## src/rtl/udp_ip_rx.sv

```systemverilog
// IPv4/UDP receive filter: checks the IPv4 header and the UDP destination, then streams
// the UDP payload with byte-accurate keep and truncation reporting.
module udp_ip_rx #(
  parameter int DATA_WIDTH = 32,
  parameter int DROP_CNT_W = 16
) (
  input  logic                  clk,
  input  logic                  rst_n,
  input  logic [DATA_WIDTH-1:0] mac_data,
  input  logic                  mac_valid,
  input  logic                  mac_last,
  input  logic [31:0]           local_ip,
  input  logic [15:0]           local_port,
  output logic [DATA_WIDTH-1:0] app_data,
  output logic [3:0]            app_keep,
  output logic                  app_valid,
  output logic                  app_last,
  output logic                  app_err,
  output logic [15:0]           app_len,
  output logic [31:0]           rx_src_ip,
  output logic [15:0]           rx_src_port,
  output logic                  pkt_ok,
  output logic                  pkt_drop,
  output logic [DROP_CNT_W-1:0] drop_cnt,
  output logic [2:0]            fsm_state
);

  // Input is a qualified stream with no backpressure: a word is consumed on every cycle
  // where mac_valid=1; outputs are a 1-cycle registered stream qualified by app_valid.
  typedef enum logic [2:0] {
    IDLE    = 3'd0,
    IP_HDR  = 3'd1,
    UDP_HDR = 3'd2,
    PAYLOAD = 3'd3,
    DROP    = 3'd4
  } state_t;

  state_t      state, state_next;
  logic [2:0]  hdr_idx;
  logic [31:0] acc;
  logic [7:0]  ver_ihl;
  logic [15:0] total_len;
  logic        frag_bad;
  logic [7:0]  proto;
  logic [31:0] src_ip_q;
  logic [15:0] src_port_q;
  logic [15:0] rem;

  logic [15:0] w_hi, w_lo;
  logic [31:0] acc_base, acc_next;
  logic [16:0] fold1;
  logic [15:0] fold2;
  logic        ip_bad, udp_bad;
  logic [3:0]  keep_last;

  // Control strobes decided in the next-state process
  logic        reject, accept, ok_now, emit, last_now, err_now;
  logic [3:0]  keep_now;

  assign fsm_state = state;
  assign w_hi      = mac_data[31:16];
  assign w_lo      = mac_data[15:0];

  // W0 starts a fresh sum so a stale accumulator never leaks across frames
  assign acc_base  = (state == IDLE) ? 32'd0 : acc;
  assign acc_next  = acc_base + {16'd0, w_hi} + {16'd0, w_lo};
  assign fold1     = {1'b0, acc_next[15:0]} + {1'b0, acc_next[31:16]};
  assign fold2     = fold1[15:0] + {15'd0, fold1[16]};

  assign ip_bad    = (ver_ihl != 8'h45) | frag_bad | (proto != 8'd17) |
                     (fold2 != 16'hFFFF) | (mac_data != local_ip);
  // udp_len must fit inside the IP payload; 17-bit compare avoids total_len-20 underflow
  assign udp_bad   = (w_hi < 16'd8) | (({1'b0, w_hi} + 17'd20) > {1'b0, total_len});
  assign keep_last = {rem >= 16'd1, rem >= 16'd2, rem >= 16'd3, rem >= 16'd4};

  always_ff @(posedge clk or negedge rst_n) begin
    if (!rst_n) state <= IDLE;
    else        state <= state_next;
  end

  always_comb begin
    state_next = state;
    reject     = 1'b0;
    accept     = 1'b0;
    ok_now     = 1'b0;
    emit       = 1'b0;
    last_now   = 1'b0;
    err_now    = 1'b0;
    keep_now   = 4'b1111;
    if (mac_valid) begin
      case (state)
        IDLE: begin
          reject     = mac_last;
          state_next = mac_last ? IDLE : IP_HDR;
        end
        IP_HDR: begin
          if (hdr_idx == 3'd4) begin
            if (ip_bad || mac_last) begin
              reject     = 1'b1;
              state_next = mac_last ? IDLE : DROP;
            end else begin
              state_next = UDP_HDR;
            end
          end else if (mac_last) begin
            reject     = 1'b1;
            state_next = IDLE;
          end
        end
        UDP_HDR: begin
          if (hdr_idx == 3'd5) begin
            if ((w_lo != local_port) || mac_last) begin
              reject     = 1'b1;
              state_next = mac_last ? IDLE : DROP;
            end
          end else if (udp_bad || (mac_last && (w_hi != 16'd8))) begin
            reject     = 1'b1;
            state_next = mac_last ? IDLE : DROP;
          end else if (w_hi == 16'd8) begin
            accept     = 1'b1;
            ok_now     = 1'b1;
            state_next = mac_last ? IDLE : DROP;
          end else begin
            accept     = 1'b1;
            state_next = PAYLOAD;
          end
        end
        PAYLOAD: begin
          emit = 1'b1;
          if (rem <= 16'd4) begin
            last_now   = 1'b1;
            ok_now     = 1'b1;
            keep_now   = keep_last;
            state_next = mac_last ? IDLE : DROP;
          end else if (mac_last) begin
            last_now   = 1'b1;
            err_now    = 1'b1;
            reject     = 1'b1;
            state_next = IDLE;
          end
        end
        DROP: begin
          if (mac_last) state_next = IDLE;
        end
        default: state_next = IDLE;
      endcase
    end
  end

  always_ff @(posedge clk or negedge rst_n) begin
    if (!rst_n) begin
      app_data    <= '0;
      app_keep    <= '0;
      app_valid   <= 1'b0;
      app_last    <= 1'b0;
      app_err     <= 1'b0;
      app_len     <= '0;
      rx_src_ip   <= '0;
      rx_src_port <= '0;
      pkt_ok      <= 1'b0;
      pkt_drop    <= 1'b0;
      drop_cnt    <= '0;
      hdr_idx     <= '0;
      acc         <= '0;
      ver_ihl     <= '0;
      total_len   <= '0;
      frag_bad    <= 1'b0;
      proto       <= '0;
      src_ip_q    <= '0;
      src_port_q  <= '0;
      rem         <= '0;
    end else begin
      app_valid <= emit;
      app_last  <= last_now;
      app_err   <= err_now;
      pkt_ok    <= ok_now;
      pkt_drop  <= reject;
      if (emit) begin
        app_data <= mac_data;
        app_keep <= keep_now;
        rem      <= rem - 16'd4;
      end
      if (reject && !(&drop_cnt)) drop_cnt <= drop_cnt + DROP_CNT_W'(1);
      if (mac_valid) begin
        case (state)
          IDLE: begin
            acc       <= acc_next;
            ver_ihl   <= mac_data[31:24];
            total_len <= w_lo;
            hdr_idx   <= 3'd1;
          end
          IP_HDR: begin
            acc     <= acc_next;
            hdr_idx <= hdr_idx + 3'd1;
            // MF is bit 13 of the flags/offset half; any offset means a fragment
            if (hdr_idx == 3'd1) frag_bad <= |mac_data[13:0];
            if (hdr_idx == 3'd2) proto    <= mac_data[23:16];
            if (hdr_idx == 3'd3) src_ip_q <= mac_data;
          end
          UDP_HDR: begin
            hdr_idx <= hdr_idx + 3'd1;
            if (hdr_idx == 3'd5) src_port_q <= w_hi;
          end
          default: ;
        endcase
      end
      if (accept) begin
        app_len     <= w_hi - 16'd8;
        rem         <= w_hi - 16'd8;
        rx_src_ip   <= src_ip_q;
        rx_src_port <= src_port_q;
      end
    end
  end

endmodule
```

## config.mk

```make
export PLATFORM = sky130hd
export DESIGN_NAME = udp_ip_rx
export DESIGN_NICKNAME = d
export VERILOG_FILES = /design/src/rtl/udp_ip_rx.sv
export SDC_FILE = /design/constraint.sdc
export NUM_CORES = 1
export LEC_CHECK = 0
export CAP_MARGIN = 15
export CORE_MARGIN = 2
export CORE_UTILIZATION = 55
export DETAILED_ROUTE_END_ITERATION = 10
export MAX_ROUTING_LAYER = met4
export PLACE_DENSITY = 0.89
export SYNTH_ARGS = -nofsm -noshare
export SYNTH_HDL_FRONTEND = slang
export SYNTH_SLANG_ARGS = --single-unit
```

## constraint.sdc

```tcl
create_clock -name clk -period 11.75 [get_ports clk]
set_clock_uncertainty 0.1 [all_clocks]
set_input_delay 2.9375 -clock clk [delete_from_list [all_inputs] [get_ports clk]]
set_output_delay 2.9375 -clock clk [all_outputs]
set_load 0.01 [all_outputs]
```

After elaboration in Yosys (flattened, before gate mapping)
Cells that the tools add are included.
{ "op_classes": {"add_sub_neg": 9, "magnitude_cmp": 7, "eq_ne": 17, "mux": 44, "bitwise": 5, "n_reduce_logical": 21} }
{ "ops": {"columns": ["op", "n"], "rows": [
  ["$add A32 B16 Y32", 2],
  ["$ge A16 B2 Y1 const B", 2],
  ["$mux W16", 2],
  ["$mux W32", 1],
  ["$ne A32 B32 Y1", 1],
  ["$mux W3", 9],
  ["$mux W1", 25],
  ["$add A16 B16 Y17", 1],
  ["$add A16 B5 Y17 const B", 1],
  ["$gt A17 B16 Y1", 1],
  ["$add A16 B1 Y16", 1],
  ["$add A16 B1 Y16 const B", 1],
  ["$eq A16 B4 Y1 const B", 1],
  ["$ge A16 B1 Y1 const B", 1],
  ["$ge A16 B3 Y1 const B", 1],
  ["$le A16 B3 Y1 const B", 1],
  ["$lt A16 B4 Y1 const B", 1],
  ["$ne A16 B16 Y1", 1],
  ["$ne A16 B16 Y1 const B", 1],
  ["$ne A16 B4 Y1 const B", 1],
  ["$reduce_and A16 Y1", 1],
  ["$sub A16 B3 Y16 const B", 1],
  ["$sub A16 B4 Y16 const B", 1],
  ["$pmux W3 S5", 1],
  ["21 further kinds", 44]
]} }
{ "word_totals": {"reg_bits": 256, "output_inout_bits": 124, "wordCells": 124} }

Depth between registers and ports, before layout
{ "logic_depth": {"ltp_word": 15, "ltp_mapped": 44} }

Worst setup path after synthesis
No wires, ideal clock.
{ "synth_timing": {"path_kind": "input to register", "from": "input mac_data[2]", "to": "register drop_cnt[1]", "setup_ns": 0.128, "arrival_time_ns": 9.822, "required_ns": 11.522, "setup_slack_ns": 1.700, "cell_stages": 36, "cell_sequence": "fa_1 -> ha_1 -> a21o_1 -> a21oi_1 -> o21bai_1 -> a21oi_1 -> o21bai_1 -> a21oi_1 -> o21ai_0 -> a21oi_1 -> nor2b_1 -> o41a_1 -> clkbuf_1 -> nand2_1 -> xor2_1 -> nor2_1 -> ha_1 -> nor2b_1 -> o31a_1 -> o2111ai_1 -> a31oi_1 -> a311o_1 -> a21o_1 -> a21o_1 -> a21o_1 -> ha_1 -> ha_1 -> xnor2_1 -> nor4_1 -> nand3_1 -> nor4_1 -> nand3_1 -> nor3_1 -> nand4_2 -> a21oi_4 -> mux2_1"} }
{ "synth_between": {"elab_chain_len": 12, "word_cells_on_any_way": 17} }
{ "synth_rtl": {"columns": ["element", "line", "source"], "rows": [
  ["start, declared", "9", "input logic [DATA_WIDTH-1:0] mac_data,"],
  ["$add A32 B16 Y32", "66", "assign acc_next = acc_base + {16'd0, w_hi} + {16'd0, w_lo};"],
  ["via acc_next[18]", "50", "logic [31:0] acc_base, acc_next;"],
  ["$add A16 B16 Y17", "67", "assign fold1 = {1'b0, acc_next[15:0]} + {1'b0, acc_next[31:16]};"],
  ["$add A16 B1 Y16", "68", "assign fold2 = fold1[15:0] + {15'd0, fold1[16]};"],
  ["$ne A16 B16 Y1", "71", "(fold2 != 16'hFFFF) | (mac_data != local_ip);"],
  ["$or A1 B1 Y1", "70", "assign ip_bad = (ver_ihl != 8'h45) | frag_bad | (proto != 8'd17) |"],
  ["$or A1 B1 Y1", "71", null],
  ["$logic_or A1 B1 Y1", "98", "if (ip_bad || mac_last) begin"],
  ["$mux W1", "98", null],
  ["$mux W1", "97", "if (hdr_idx == 3'd4) begin"],
  ["$pmux W1 S4", "91", "case (state)"],
  ["$mux W1", "90", "if (mac_valid) begin"],
  ["$logic_and A1 B1 Y1", "182", "if (reject && !(&drop_cnt)) drop_cnt <= drop_cnt + DROP_CNT_W'(1);"],
  ["end signal, assigned", "182", null],
  ["end, declared", "24", "output logic [DROP_CNT_W-1:0] drop_cnt,"]
]} }
The timed path passes the listed nets, and every way through them passes these cells.
A chain may end at the register's enable or synchronous reset.

Worst setup path in the final report
{ "layout_timing": {"from": "input mac_data[18]", "to": "register drop_cnt[1]"} }
{ "layout_between": {"elab_chain_len": 13, "word_cells_on_any_way": 23} }
{ "layout_rtl": {"columns": ["element", "line"], "rows": [
  ["$add A32 B16 Y32 (2 in a row)", "66"],
  ["via acc_next[18]", "50"],
  ["$add A16 B16 Y17", "67"],
  ["$add A16 B1 Y16", "68"],
  ["$ne A16 B16 Y1", "71"],
  ["$or A1 B1 Y1", "70"],
  ["$or A1 B1 Y1", "71"],
  ["$logic_or A1 B1 Y1", "98"],
  ["$mux W1", "98"],
  ["$mux W1", "97"],
  ["$pmux W1 S4", "91"],
  ["$mux W1", "90"],
  ["$logic_and A1 B1 Y1", "182"]
]} }
The timed path passes the listed nets, and every way through them passes these cells.

==> results by group <==
Detailed routing
  – Via count: 12.4k
  – Met2 Routed Length: 20.4 mm
  – Post-route DRC: 0
  – Routed Antenna Nets: 0
  – Final WL: 43.5 mm
  – Via density: 5.96
  – WL/cell: 20.9 um
  – Wl on met1: 17.1 mm
  – Top layer in use: met4
  – 1st-pass router iterations: 5
  – Routed wl met3: 3.65 mm
  – DRT iter0 DRCs: 1,318

Pwr
  – Leak Pwr: 0.00835 uW
  – VDD IR-drop max: 141 uV
  – Power density over the cells: 179 nW/um2

Die
  – DIE WIDTH: 165 um
  – Die area: 27,100 um2
  – Io pins: 208
  – Num rows: 58
  – Core Box Area: 25,300 um2
  – Starting Density: 0.562
  – Die Y: 165 um

Global route
  – Global route overflow: 0
  – Antenna violations before repair: 1
  – Largest net degree at the start of global routing: 109
  – Vias in the first global route: 12.6k
  – GR Util All Layers: 0.336
  – First-pass GRT wire length: 68.2 mm

Job
  – Max Cap Viol: 0

STA
  – Worst setup margin: 0.721 ns
  – Tightest Pin Transition: 1.01 ns
  – Tcrit/Tclk final: 0.939
  – Highest clock rate: 90.7 MHz
  – Slew HR: 0.330
  – RSZ-0062 raised after global routing: no
  – Max-slew violation count: 0
  – Final hold vios: 0
  – Final setup viols: 0
  – Setup TNS: 0 ns
  – Crit path time final: 11.03 ns

Placed design
  – DP Wirelength: 30.6 mm
  – RePlAce Congestion: 0.961
  – Placed cell count: 2,027
  – Port buffer count: 207
  – Pre-CTS WS: 0.273 ns

Worst setup path
  – Critical Setup Path Class: in2reg
  – Startpoint Class: input port
  – Largest delay share family, worst path: compound AO/OA/AOI/OAI gates
  – Worst Path Buf+Inv: 1
  – Crit-path max cell delay: 0.60 ns
  – Arrival time worst endpoint: 11.36 ns
  – Crit path capture type: flip-flop
  – WP data required: 12.08 ns
  – Worst-path fanout max: 9
  – CP max-delay cell: clkdlybuf4s50_1

Cells and area
  – Layout Nets: 1,890
  – Fin cells: 2,078
  – Layout area overhead: 23.9%
  – Layout cell share with drive strength beyond 1: 0.0939

Synthesis
  – Yosys cell types: 70
  – Avg Inst Size Synth: 9.28 um2
  – Prevailing post-synth register cell: dfrtp_1
  – Asr flop ratio synth: 1.00
  – Number of flops mapped to enable cells by yosys: 0
  – Sequential fraction of the synthesis area: 0.452
  – Synth warn: 0
  – Synth Instances: 1,529
  – Syn_nets: 1,692
  – FF+latch count, synth: 256
  – Mapped Area: 14,200 um2

Outcome
  – Run status: complete, no violations

Clocking
  – H-tree depth: 1
  – Post-CTS Setup Bufs: 0
  – CTS tree: yes
  – CTS Buffer Depth: 3
  – Clock slew at reported path FFs: 0.06 ns
  – Clock sink count: 256
  – # resized after CTS: 0
  – Root Buffer Master: clkbuf_16
  – Worst-Skew Late Latency: 0.56 ns
  – Total CTS buffers: 27
  – Hold_buf cts: 0

Hold path
  – Hold Crit Class: reg2reg
==> sequential cells by signal, summed over array words and instances, names as in the netlist, 32 cells and up <==
| register | flops |
|---|---|
| app_data | 32 |
| rx_src_ip | 32 |
| src_ip_q | 32 |
| acc | 32 |
==> cells in the mapped netlist, types with 24 or more instances <==
master / number / share of area
nor2_1: 94 / 0.025
nor3_1: 24 / 0.0085
nor4_1: 25 / 0.011
o21ai_0: 61 / 0.022
xnor2_1: 79 / 0.049
inv_1: 57 / 0.015
clkbuf_1: 60 / 0.016
nand3_1: 26 / 0.0092
mux2_2: 63 / 0.050
nand2_1: 371 / 0.098
xor2_1: 55 / 0.034
ha_1: 61 / 0.054
dfrtp_1: 256 / 0.45
a21oi_1: 69 / 0.024
==> final timing paths <==
kind | cells after the start | slack, ns | end | start
min | 2 | 0.36 | rx_src_ip[8] | src_ip_q[8]
max in group asynchronous | 2 | 7.82 | rx_src_ip[10] | rst_n
max reg2reg | 37 | 2.22 | drop_cnt[1] | fsm_state[0]
min in group asynchronous | 1 | 2.32 | drop_cnt[6] | rst_n
max | 36 | 0.72 | drop_cnt[1] | mac_data[18]
min reg2reg | 2 | 0.36 | rx_src_ip[8] | src_ip_q[8]
==> layout make-up <==
class	count	area [um2]
fill	1823	7690
tap	330	413
antenna	1	2.50
timing repair buffer	243	2370
clock inverter	13	118
inverter	57	214
clock buffer	36	749
sequential	256	6410
multi-input combinational	1142	7300
==> per-stage QoR <==
stage / util / total power, uW / hold slack [ns] / cell area [um2]
after floorplan: - / 1900 / 0.333 / 14200
after global placement: 0.660 / 2210 / 0.341 / 16700
after detailed placement: 0.660 / 2250 / 0.350 / 16700
after CTS: 0.694 / 3110 / 0.366 / 17500
after global routing: 0.696 / 3310 / 0.383 / 17600
final: 0.696 / 3140 / 0.363 / 17600
==> cell families after synthesis <==
family	Yosys count	share of synthesized area
AOI/OAI and AO/OA	221	0.0974
and+or+nand+nor	643	0.201
DFF	256	0.452
buffers and inverters	131	0.0361
adders and majority gates	79	0.0792
xor gates and xnor gates	134	0.0827
muxes	65	0.0515
==> worst min-delay path, cell delays in order (launching register included) <==
cell     delay (ns)
dfrtp_1        0.34
nand2_1        0.05
nand2_1        0.05
==> placed cells by master, fill, tap and decap left out, types with 18 or more instances in the layout <==
master,count
nor4_1,25
buf_4,35
xnor2_1,79
o21ai_0,61
mux2_2,63
nand4_1,21
nor2_1,93
nand3_1,24
inv_1,57
clkbuf_16,27
and2_1,19
dfrtp_1,256
ha_1,61
xor2_1,55
a21oi_1,69
clkdlybuf4s50_1,206
fa_1,18
nor3_1,23
nand2_1,370
==> power by group <==
group	internal, uW	total [uW]	switching (uW)	leakage (uW)
Sequential	1030	1130	103	0.00341
Combinational	489	1160	675	0.00451
Clock	474	845	371	0.000427
Total	1990	3140	1150	0.00835
==> routing by layer <==
| metal | vias to the layer above | track usage |
|---|---|---|
| li1 | 5548 | - |
| met1 | 6092 | 0.417 |
| met2 | 596 | 0.531 |
| met3 | 157 | 0.0645 |
| met4 | 0 | 0.162 |
| met5 | - | - |
Note: power is estimated with default switching activity, not from simulation.
